File: src/rtl/fw_loader_if.sv
// Byte-stream input and memory write port of the boot-image loader.
interface fw_loader_if #(
  parameter int unsigned ADDR_WIDTH = 16,
  parameter int unsigned REG_WIDTH  = 8
);
  logic [REG_WIDTH-1:0]  in_data;
  logic                  in_valid;
  logic                  in_last;
  logic                  in_ready;
  logic [ADDR_WIDTH-1:0] mem_addr;
  logic [REG_WIDTH-1:0]  mem_dout;
  logic                  mem_we;

  // Loader side: consumes the stream and drives the memory write port.
  modport master (
    input  in_data, in_valid, in_last,
    output in_ready, mem_addr, mem_dout, mem_we
  );

  // Environment side: stream source and memory.
  modport slave (
    output in_data, in_valid, in_last,
    input  in_ready, mem_addr, mem_dout, mem_we
  );
endinterface

File: src/rtl/fw_loader.sv
// Streams a program image into memory at BASE_ADDR, writes the 6502 reset
// vector, then holds the CPU in reset for HOLD_CYCLES before releasing it.
module fw_loader #(
  parameter int unsigned           ADDR_WIDTH  = 16,
  parameter int unsigned           REG_WIDTH   = 8,
  parameter logic [ADDR_WIDTH-1:0] BASE_ADDR   = ADDR_WIDTH'(16'h0200),
  parameter int unsigned           MAX_SIZE    = 1024,
  parameter int unsigned           HOLD_CYCLES = 8
) (
  input  logic                  clk,
  input  logic                  reset_n,
  input  logic                  start,
  fw_loader_if.master           bus,
  output logic                  cpu_reset_n,
  output logic                  busy,
  output logic                  done,
  output logic                  error,
  output logic [ADDR_WIDTH-1:0] byte_count
);

  localparam int unsigned HOLD_W = $clog2(HOLD_CYCLES + 1);
  localparam logic [ADDR_WIDTH-1:0] VEC_LO_ADDR = ADDR_WIDTH'(16'hFFFC);
  localparam logic [ADDR_WIDTH-1:0] VEC_HI_ADDR = ADDR_WIDTH'(16'hFFFD);
  localparam logic [ADDR_WIDTH-1:0] LAST_COUNT  = ADDR_WIDTH'(MAX_SIZE);
  localparam logic [HOLD_W-1:0]     HOLD_LOAD   = HOLD_W'(HOLD_CYCLES);

  typedef enum logic [2:0] {
    S_IDLE, S_LOAD, S_VEC_LO, S_VEC_HI, S_HOLD, S_RUN, S_ERR
  } state_e;

  state_e                state_q, state_d;
  logic [ADDR_WIDTH-1:0] addr_q, addr_d;
  logic [REG_WIDTH-1:0]  dout_q, dout_d;
  logic                  we_q, we_d;
  logic [ADDR_WIDTH-1:0] count_q, count_d;
  logic [HOLD_W-1:0]     hold_q, hold_d;
  logic                  cpu_rst_n_q, cpu_rst_n_d;
  logic                  in_ready_q, in_ready_d;
  logic                  busy_q, busy_d;
  logic                  done_q, done_d;
  logic                  error_q, error_d;
  logic                  accept;

  assign accept = bus.in_valid && in_ready_q;

  always_ff @(posedge clk or negedge reset_n) begin
    if (!reset_n) begin
      state_q     <= S_IDLE;
      addr_q      <= '0;
      dout_q      <= '0;
      we_q        <= 1'b0;
      count_q     <= '0;
      hold_q      <= '0;
      cpu_rst_n_q <= 1'b0;
      in_ready_q  <= 1'b0;
      busy_q      <= 1'b0;
      done_q      <= 1'b0;
      error_q     <= 1'b0;
    end else begin
      state_q     <= state_d;
      addr_q      <= addr_d;
      dout_q      <= dout_d;
      we_q        <= we_d;
      count_q     <= count_d;
      hold_q      <= hold_d;
      cpu_rst_n_q <= cpu_rst_n_d;
      in_ready_q  <= in_ready_d;
      busy_q      <= busy_d;
      done_q      <= done_d;
      error_q     <= error_d;
    end
  end

  always_comb begin
    state_d     = state_q;
    addr_d      = addr_q;
    dout_d      = dout_q;
    we_d        = 1'b0;
    count_d     = count_q;
    hold_d      = hold_q;
    cpu_rst_n_d = 1'b0;

    case (state_q)
      S_IDLE, S_ERR: begin
        if (start) begin
          state_d = S_LOAD;
          count_d = '0;
        end
      end
      S_LOAD: begin
        if (accept) begin
          addr_d  = BASE_ADDR + count_q;
          dout_d  = bus.in_data;
          we_d    = 1'b1;
          count_d = count_q + ADDR_WIDTH'(1);
          // in_last wins over the size limit on the final permitted byte
          if (bus.in_last)                 state_d = S_VEC_LO;
          else if (count_d == LAST_COUNT)  state_d = S_ERR;
        end
      end
      S_VEC_LO: begin
        addr_d  = VEC_LO_ADDR;
        dout_d  = REG_WIDTH'(BASE_ADDR);
        we_d    = 1'b1;
        state_d = S_VEC_HI;
      end
      S_VEC_HI: begin
        addr_d  = VEC_HI_ADDR;
        dout_d  = REG_WIDTH'(BASE_ADDR >> 8);
        we_d    = 1'b1;
        hold_d  = HOLD_LOAD;
        state_d = S_HOLD;
      end
      S_HOLD: begin
        hold_d = hold_q - HOLD_W'(1);
        if (hold_q == HOLD_W'(1)) state_d = S_RUN;
      end
      S_RUN: begin
        // Release is registered one edge after entering RUN; a restart pulls it low at once
        if (start) begin
          state_d = S_LOAD;
          count_d = '0;
        end else begin
          cpu_rst_n_d = 1'b1;
        end
      end
      default: state_d = S_IDLE;
    endcase

    in_ready_d = (state_d == S_LOAD);
    busy_d     = (state_d == S_LOAD) || (state_d == S_VEC_LO) ||
                 (state_d == S_VEC_HI) || (state_d == S_HOLD);
    done_d     = (state_d == S_RUN);
    error_d    = (state_d == S_ERR);
  end

  assign bus.in_ready = in_ready_q;
  assign bus.mem_addr = addr_q;
  assign bus.mem_dout = dout_q;
  assign bus.mem_we   = we_q;
  assign cpu_reset_n  = cpu_rst_n_q;
  assign busy         = busy_q;
  assign done         = done_q;
  assign error        = error_q;
  assign byte_count   = count_q;

endmodule

File: src/flat_wrapper.sv
// flat-port wrapper written by rule: the top's interface ports become plain ports
module fw_loader_flat 
#(
  parameter int unsigned           ADDR_WIDTH  = 16,
  parameter int unsigned           REG_WIDTH   = 8,
  parameter logic [ADDR_WIDTH-1:0] BASE_ADDR   = ADDR_WIDTH'(16'h0200),
  parameter int unsigned           MAX_SIZE    = 1024,
  parameter int unsigned           HOLD_CYCLES = 8
)
  (clk, reset_n, start, cpu_reset_n, busy, done, error, byte_count, bus_in_data, bus_in_valid, bus_in_last, bus_in_ready, bus_mem_addr, bus_mem_dout, bus_mem_we);
  fw_loader_if #(.ADDR_WIDTH(ADDR_WIDTH), .REG_WIDTH(REG_WIDTH)) bus_i ();
  input  logic clk;
  input  logic reset_n;
  input  logic start;
  output logic cpu_reset_n;
  output logic busy;
  output logic done;
  output logic error;
  output logic [ADDR_WIDTH-1:0] byte_count;
  input wire logic [$bits(bus_i.in_data)-1:0] bus_in_data;
  input wire logic [$bits(bus_i.in_valid)-1:0] bus_in_valid;
  input wire logic [$bits(bus_i.in_last)-1:0] bus_in_last;
  output wire logic [$bits(bus_i.in_ready)-1:0] bus_in_ready;
  output wire logic [$bits(bus_i.mem_addr)-1:0] bus_mem_addr;
  output wire logic [$bits(bus_i.mem_dout)-1:0] bus_mem_dout;
  output wire logic [$bits(bus_i.mem_we)-1:0] bus_mem_we;
  assign bus_i.in_data = bus_in_data;
  assign bus_i.in_valid = bus_in_valid;
  assign bus_i.in_last = bus_in_last;
  assign bus_in_ready = bus_i.in_ready;
  assign bus_mem_addr = bus_i.mem_addr;
  assign bus_mem_dout = bus_i.mem_dout;
  assign bus_mem_we = bus_i.mem_we;
  fw_loader #(.ADDR_WIDTH(ADDR_WIDTH), .REG_WIDTH(REG_WIDTH), .BASE_ADDR(BASE_ADDR), .MAX_SIZE(MAX_SIZE), .HOLD_CYCLES(HOLD_CYCLES)) u_core (.clk(clk), .reset_n(reset_n), .start(start), .bus(bus_i), .cpu_reset_n(cpu_reset_n), .busy(busy), .done(done), .error(error), .byte_count(byte_count));
endmodule
File: config.mk
export PLATFORM = sky130hd
export DESIGN_NAME = fw_loader_flat
export DESIGN_NICKNAME = d
export VERILOG_FILES = /design/src/rtl/fw_loader_if.sv /design/src/rtl/fw_loader.sv /design/src/flat_wrapper.sv
export SDC_FILE = /design/constraint.sdc
export NUM_CORES = 1
export LEC_CHECK = 0
export ABC_AREA = 1
export CAP_MARGIN = 20
export CORE_UTILIZATION = 30
export DETAILED_ROUTE_END_ITERATION = 6
export HOLD_SLACK_MARGIN = 0.12
export PLACE_DENSITY = 0.62
export SKIP_CTS_REPAIR_TIMING = 1
export SYNTH_ARGS = -nofsm -noshare
export SYNTH_HDL_FRONTEND = slang
export SYNTH_SLANG_ARGS = --single-unit
File: constraint.sdc
create_clock -name clk -period 2.75 [get_ports clk]
set_input_delay 0.825 -clock clk [delete_from_list [all_inputs] [get_ports clk]]
set_output_delay 0.825 -clock clk [all_outputs]
set_load 0.005 [all_outputs]
==> flow_summary_export.csv, run 1 <==
group,metric,value,unit
routing,vias,2421,
run_status,status,"complete, no violations",
grt,grt_overflow_total,0,
grt,antenna_found_initial,0,
timing,slew_viol_final,0,
clock_tree,cts_made_buffers,5,
cells_and_area,final_common_cell,"nand2_1",
timing,fin_crit_sh,0.800,
floorplan,start_util,0.308,
logic_synthesis,syn_area,2670,µm²
cells_and_area,post-route-util,0.400,
place,place_hpwl,5.06,mm
cells_and_area,layout.cells.non_filler,510,
place,dp.cells,503,
logic_synthesis,synthMuxAreaShare,0,
logic_synthesis,ys_types,27,
clock_tree,cts_root_buffer,"clkbuf_8",
cells_and_area,layout_common_cells,"nand2_1, clkdlybuf4s50_1, dfrtp_1",
place,io_buffers,58,
timing,slew_headroom,0.710,
timing,setup-tns-final,0,ns
timing,clock.fmax,454,MHz
timing,setup_viol,0,
floorplan,coreArea,8680,µm²
timing,rsz0062_at_grt,"false",
routing,postRouteAntennaNets,0,
routing,drcViolationCount,0,
floorplan,die_x,96.4,µm
grt,grt_pass1_wl,11.1,mm
timing,finalHoldViolCount,0,
grt,grt_pass1_vias,2378,
clock_tree,clock-sinks,53,
setup_path,cp-startpoint,"u_core.byte_count[1]",
routing,wirelength,6.72,mm
clock_tree,clock_latency,0.30,ns
setup_path,critical_path.reg2reg.endpoint,"u_core.busy",
setup_path,r2r_slack,0.55,ns
floorplan,row_count,34,
logic_synthesis,synth-compound-area-share,0.107,
setup_path,endpoint,"u_core.busy",
logic_synthesis,synth_fp_nets,357,
setup_path,crit_type,"reg2reg",
clock_tree,cts_buffer_depth,2,
clock_tree,clkTransAtPathRegs,0.09,ns
timing,max_slew.worst_pin.slew,0.434,ns
cells_and_area,nets,419,
timing,clock_skew,0.00710,ns
routing,via_per_inst,4.75,
logic_synthesis,synth-simple-area-share,0.290,
setup_path,crit_required,2.95,ns
place,dp_slack,0.396,ns
timing,final.setup.worst_slack,0.549,ns
setup_path,start_kind,"flip-flop",
run,drv_cap,0,
pwr,p_leak,1.52,nW
logic_synthesis,avgSynthCellArea,7.86,µm²
logic_synthesis,syn-instance-count,340,
cells_and_area,diodes,0,
setup_path,crit_fanout,6,
hold_path,worst_hold_path_type,"in2async",
logic_synthesis,yosysWarningCount,0,
floorplan,die_area,9290,µm²
floorplan,io_pins,59,
cells_and_area,area_growth_syn_to_layout,29.9,%
grt,grt_max_degree,26,
grt,grt_usage,0.157,
place,gp_congestion,0.886,
cells_and_area,drive_gt1_frac,0.0871,
pwr,power,3.02,mW
clock_tree,htreeDepth,2,
logic_synthesis,yosysSeqAreaShare,0.496,
clock_tree,cts_tree,"done",
pwr,ir_worst_vdd,0.302,mV
logic_synthesis,synth_top_family_by_area,"simple AND/OR/NAND/NOR gates",
setup_path,worstPathArrival,2.40,ns
logic_synthesis,yosys_register_bits,53,
logic_synthesis,yosys.area_share.xor_xnor,0.0131,
floorplan,fp.dieH,96.4,µm
routing,drtIter0Drc,93,
timing,finalCriticalPeriod,2.20,ns
routing,drtPass1Iterations,4,
setup_path,r2r-start,"u_core.byte_count[1]",
logic_synthesis,synth_fa_ha_area_frac,0.0187,
pwr,power.density,870,nW/µm²
setup_path,ff2ff_path_depth,16,
routing,wire_per_inst,13.2,µm
setup_path,worstSetupEndpointType,"flip-flop",
-- synthesized netlist by cell type --
cell type	count	area (µm²)
o22a_1	1	8.76
nand2_2	9	56.3
nor3_1	6	30.0
a311oi_1	1	8.76
nand4_1	7	43.8
nand2_1	84	315
inv_2	6	22.5
nor2_4	3	33.8
nor4_1	1	6.26
a31oi_1	1	6.26
o21ai_0	14	70.1
nor2_1	41	154
buf_2	2	10.0
xnor2_1	2	17.5
a21boi_2	1	11.3
ha_1	4	50.1
xor2_1	2	17.5
o32ai_1	1	8.76
nand3_1	22	110
a21oi_1	18	90.1
dfrtp_1	53	1330
buf_4	1	7.51
o22ai_1	12	75.1
nor2_2	4	25.0
o21bai_1	1	7.51
clkbuf_1	5	18.8
inv_1	38	143
-- layout make-up --
| type | instances | area, µm² |
|---|---|---|
| clock buffer | 7 | 86.3 |
| fill | 924 | 5210 |
| inverter | 44 | 165 |
| multi-input combinational | 235 | 1150 |
| sequential | 53 | 1330 |
| tap | 108 | 135 |
| timing repair buffer | 63 | 613 |
-- logic make-up (layout without fill, tap and decap cells) --
group | count (synthesis) | in the layout
AND/OR/NAND/NOR | 177 | 177
flip-flops | 53 | 53
buffers and inverters | 52 | 114
AO/OA/AOI/OAI | 50 | 50
adder cells (fa/ha/maj) | 4 | 4
XOR/XNOR | 4 | 4
-- power breakdown --
part | internal (mW) | leakage, nW | switching, mW
combinational | 0.660 | 0.813 | 0.688
sequential | 1.04 | 0.665 | 0.180
clock | 0.201 | 0.0443 | 0.246
total | 1.91 | 1.52 | 1.11
-- worst min-delay path by stage --
stage / slack [ns] / from / cells past startpoint / to
floorplan: 0.45 / u_core.hold_q[3] / 1 / u_core.hold_q[3]
global placement: 0.47 / u_core.hold_q[3] / 1 / u_core.hold_q[3]
detailed placement: 0.49 / u_core.hold_q[3] / 1 / u_core.hold_q[3]
CTS: 0.46 / reset_n / 1 / u_core.bus.mem_addr[3]
global route: 0.46 / reset_n / 1 / u_core.bus.mem_addr[3]
finish: 0.45 / reset_n / 1 / u_core.bus.mem_addr[3]
-- metal layers --
layer,vias up,part of all wire,GRT usage
met1,1135,0.47,0.205
met5,-,0,0
met4,0,0.0092,0.0417
met3,6,0.041,0.0266
met2,55,0.48,0.269
li1,1225,-,-
-- state kept, by name (all words and copies together) (netlist names) --
register	cells
u_core.cpu_reset_n	1
u_core.bus.mem_we	1
u_core.bus.mem_addr	16
u_core.byte_count	16
u_core.busy	1
u_core.error	1
u_core.state_q	3
u_core.bus.mem_dout	8
u_core.done	1
u_core.bus.in_ready	1
u_core.hold_q	4
-- worst max-delay path, stage by stage (launching register included) --
cell and delay [ns]:
dfrtp_1 0.44, ha_1 0.24, nand3_1 0.17, nor2_4 0.21, nand2_2 0.07, nand2_2 0.07, nand2_1 0.07, nor2_2 0.12
nand2_1 0.07, nor2_1 0.13, nand2_1 0.10, nand3_1 0.10, nand2_2 0.08, nor2_1 0.11, nand2_1 0.05, nand2_1 0.06
inv_1 0.03
-- per-stage QoR --
stage	hold WS [ns]	cell area (µm²)
3_3_place_gp	0.472	3390
5_1_grt	0.463	3470
2_1_floorplan	0.453	2670
6_report	0.448	3470
3_5_place_dp	0.494	3390
4_1_cts	0.456	3470
(Power assumes the default switching activity.)
==> run 2: changes to the inputs <==
PLACE_DENSITY = 0.64   (was 0.62)
clock period = 1.93 ns   (was 2.75 ns; I/O delays follow)
==> run 2 against run 1 <==
  * The run now ends with negative setup slack left
  * Maximum frequency is 13% higher
  * Global-route usage rose by 1.1 points
  * Count of clock-buffer cells in the layout shrank 2
  * Non-clock buffer count grew 29
  * Final area up 12%
  * Critical path depth is 2 lower
  * Clock skew rose by 0.0066 ns
  * Sequential share of layout area down 3.8 points
  * Cell count increased by 5.7%
==> flow_summary_export.csv, run 2 (synthesis gave the netlist of run 1 again) <==
group,metric,value,unit
run_status,status,"complete, but fails checks",
run_status,violations,"negative setup slack",
floorplan,die_area,9290,µm²
clock_tree,clock_latency,0.31,ns
cells_and_area,drive_gt1_frac,0.213,
grt,grt_max_degree,54,
timing,rsz0062_at_grt,"true",
routing,vias,2633,
clock_tree,cts_tree,"done",
grt,grt_overflow_total,0,
clock_tree,htreeDepth,2,
cells_and_area,post-route-util,0.447,
routing,wire_per_inst,13.9,µm
place,dp_slack,-0.0530,ns
timing,setup_viol,1,
setup_path,cp_cell_sequence,"ha_2 -> inv_1 -> nor2_2 -> nand4_1 -> nand2_1 -> nand2_1 -> nor3_1 -> nand2_1 -> nand3_1 -> nand2_2 -> nor2_1 -> nand2_1 -> nand2_1 -> inv_1",
routing,postRouteAntennaNets,0,
timing,final.setup.worst_slack,-0.0236,ns
grt,antenna_found_initial,0,
cells_and_area,final_common_cell,"nand2_1",
setup_path,critical_path.reg2reg.endpoint,"u_core.busy",
pwr,power,4.81,mW
cells_and_area,diodes,0,
routing,drtIter0Drc,161,
routing,wirelength,7.47,mm
setup_path,slowest_delay,0.37,ns
timing,clock.fmax,512,MHz
place,gp_congestion,0.911,
place,place_hpwl,5.42,mm
pwr,p_leak,1.84,nW
setup_path,ff2ff_path_depth,14,
routing,via_per_inst,4.88,
pwr,power.density,1240,nW/µm²
timing,clock_skew,0.0137,ns
setup_path,slowest_stage,"dfrtp_1",
timing,finalCriticalPeriod,1.95,ns
routing,drcViolationCount,0,
floorplan,fp.dieH,96.4,µm
floorplan,io_pins,59,
timing,slew_headroom,0.790,
timing,hold_ws,0.243,ns
timing,finalHoldViolCount,0,
setup_path,cp_common_cell,"nand2_1",
routing,drtPass1Iterations,5,
timing,fin_crit_sh,1.01,
clock_tree,cts_made_buffers,5,
hold_path,worst_hold_path_type,"in2async",
setup_path,start_kind,"flip-flop",
run,drv_cap,0,
setup_path,worstSetupEndpointType,"flip-flop",
floorplan,row_count,34,
floorplan,start_util,0.308,
setup_path,r2r-start,"u_core.byte_count[9]",
grt,grt_pass1_wl,11.8,mm
grt,grt_pass1_vias,2477,
setup_path,cp_top_family,"simple AND/OR/NAND/NOR gates",
clock_tree,cts_buffer_depth,2,
setup_path,worstPathArrival,2.16,ns
clock_tree,cts_root_buffer,"clkbuf_8",
timing,slew_viol_final,0,
cells_and_area,layout_common_cells,"nand2_1, clkdlybuf4s50_1, dfrtp_1",
pwr,ir_worst_vdd,0.655,mV
floorplan,die_x,96.4,µm
setup_path,crit_fanout,4,
timing,max_slew.worst_pin.slew,0.313,ns
setup_path,crit_type,"reg2reg",
grt,grt_usage,0.168,
cells_and_area,nets,448,
clock_tree,clock-sinks,53,
setup_path,crit_required,2.13,ns
setup_path,r2r_slack,-0.02,ns
clock_tree,clkTransAtPathRegs,0.10,ns
setup_path,critPathBufInv,2,
cells_and_area,area_growth_syn_to_layout,45.0,%
place,io_buffers,58,
timing,setup-tns-final,-0.0236,ns
floorplan,coreArea,8680,µm²
-- run 2: cell types whose count changed in the layout (fill, tap and decap cells not counted), moves of 8 or more --
cell and delta:
nand2_1 -9, buf_4 +20, dlymetal6s2s_1 +8, nand2_2 +8, clkdlybuf4s50_1 -9
-- run 2: cell type report --
cell class / instances / area (µm²)
well taps: 108 / 135
repair buffers: 92 / 921
inverters: 44 / 165
clock inverters: 2 / 35.0
multi-input cells: 235 / 1220
fillers: 890 / 4800
flip-flops and latches: 53 / 1330
clock buffers: 5 / 68.8
-- run 2: how the worst max path moves through the flow --
stage | cells past startpoint | from | end | slack, ns
floorplan | 16 | u_core.byte_count[1] | u_core.busy | 0.08
global placement | 18 | u_core.byte_count[9] | u_core.busy | 0.0008
detailed placement | 18 | u_core.byte_count[9] | u_core.busy | -0.05
CTS | 18 | u_core.byte_count[9] | u_core.busy | -0.08
global route | 15 | u_core.byte_count[0] | u_core.busy | -0.18
finish | 14 | u_core.byte_count[9] | u_core.busy | -0.02
-- run 2: metrics by stage --
stage	cells	cell area, µm²
after floorplan	340	2670
after global placement	527	3620
after detailed placement	527	3620
after CTS	534	3720
after global routing	539	3880
final	539	3880
-- run 2: report_power, final --
group          internal, mW  switching [mW]  total [mW]
registers              1.49           0.243        1.73
logic                  1.23            1.09        2.33
clock network         0.378           0.373       0.751
-- run 2: per-layer routing --
metal  wire length (µm)  track usage  vias up
met1               3240        0.218     1256
met2               3720        0.288       90
met3                430       0.0297        7
met4                 76       0.0466        0
li1                   -            -     1280
met5                  0            0        -
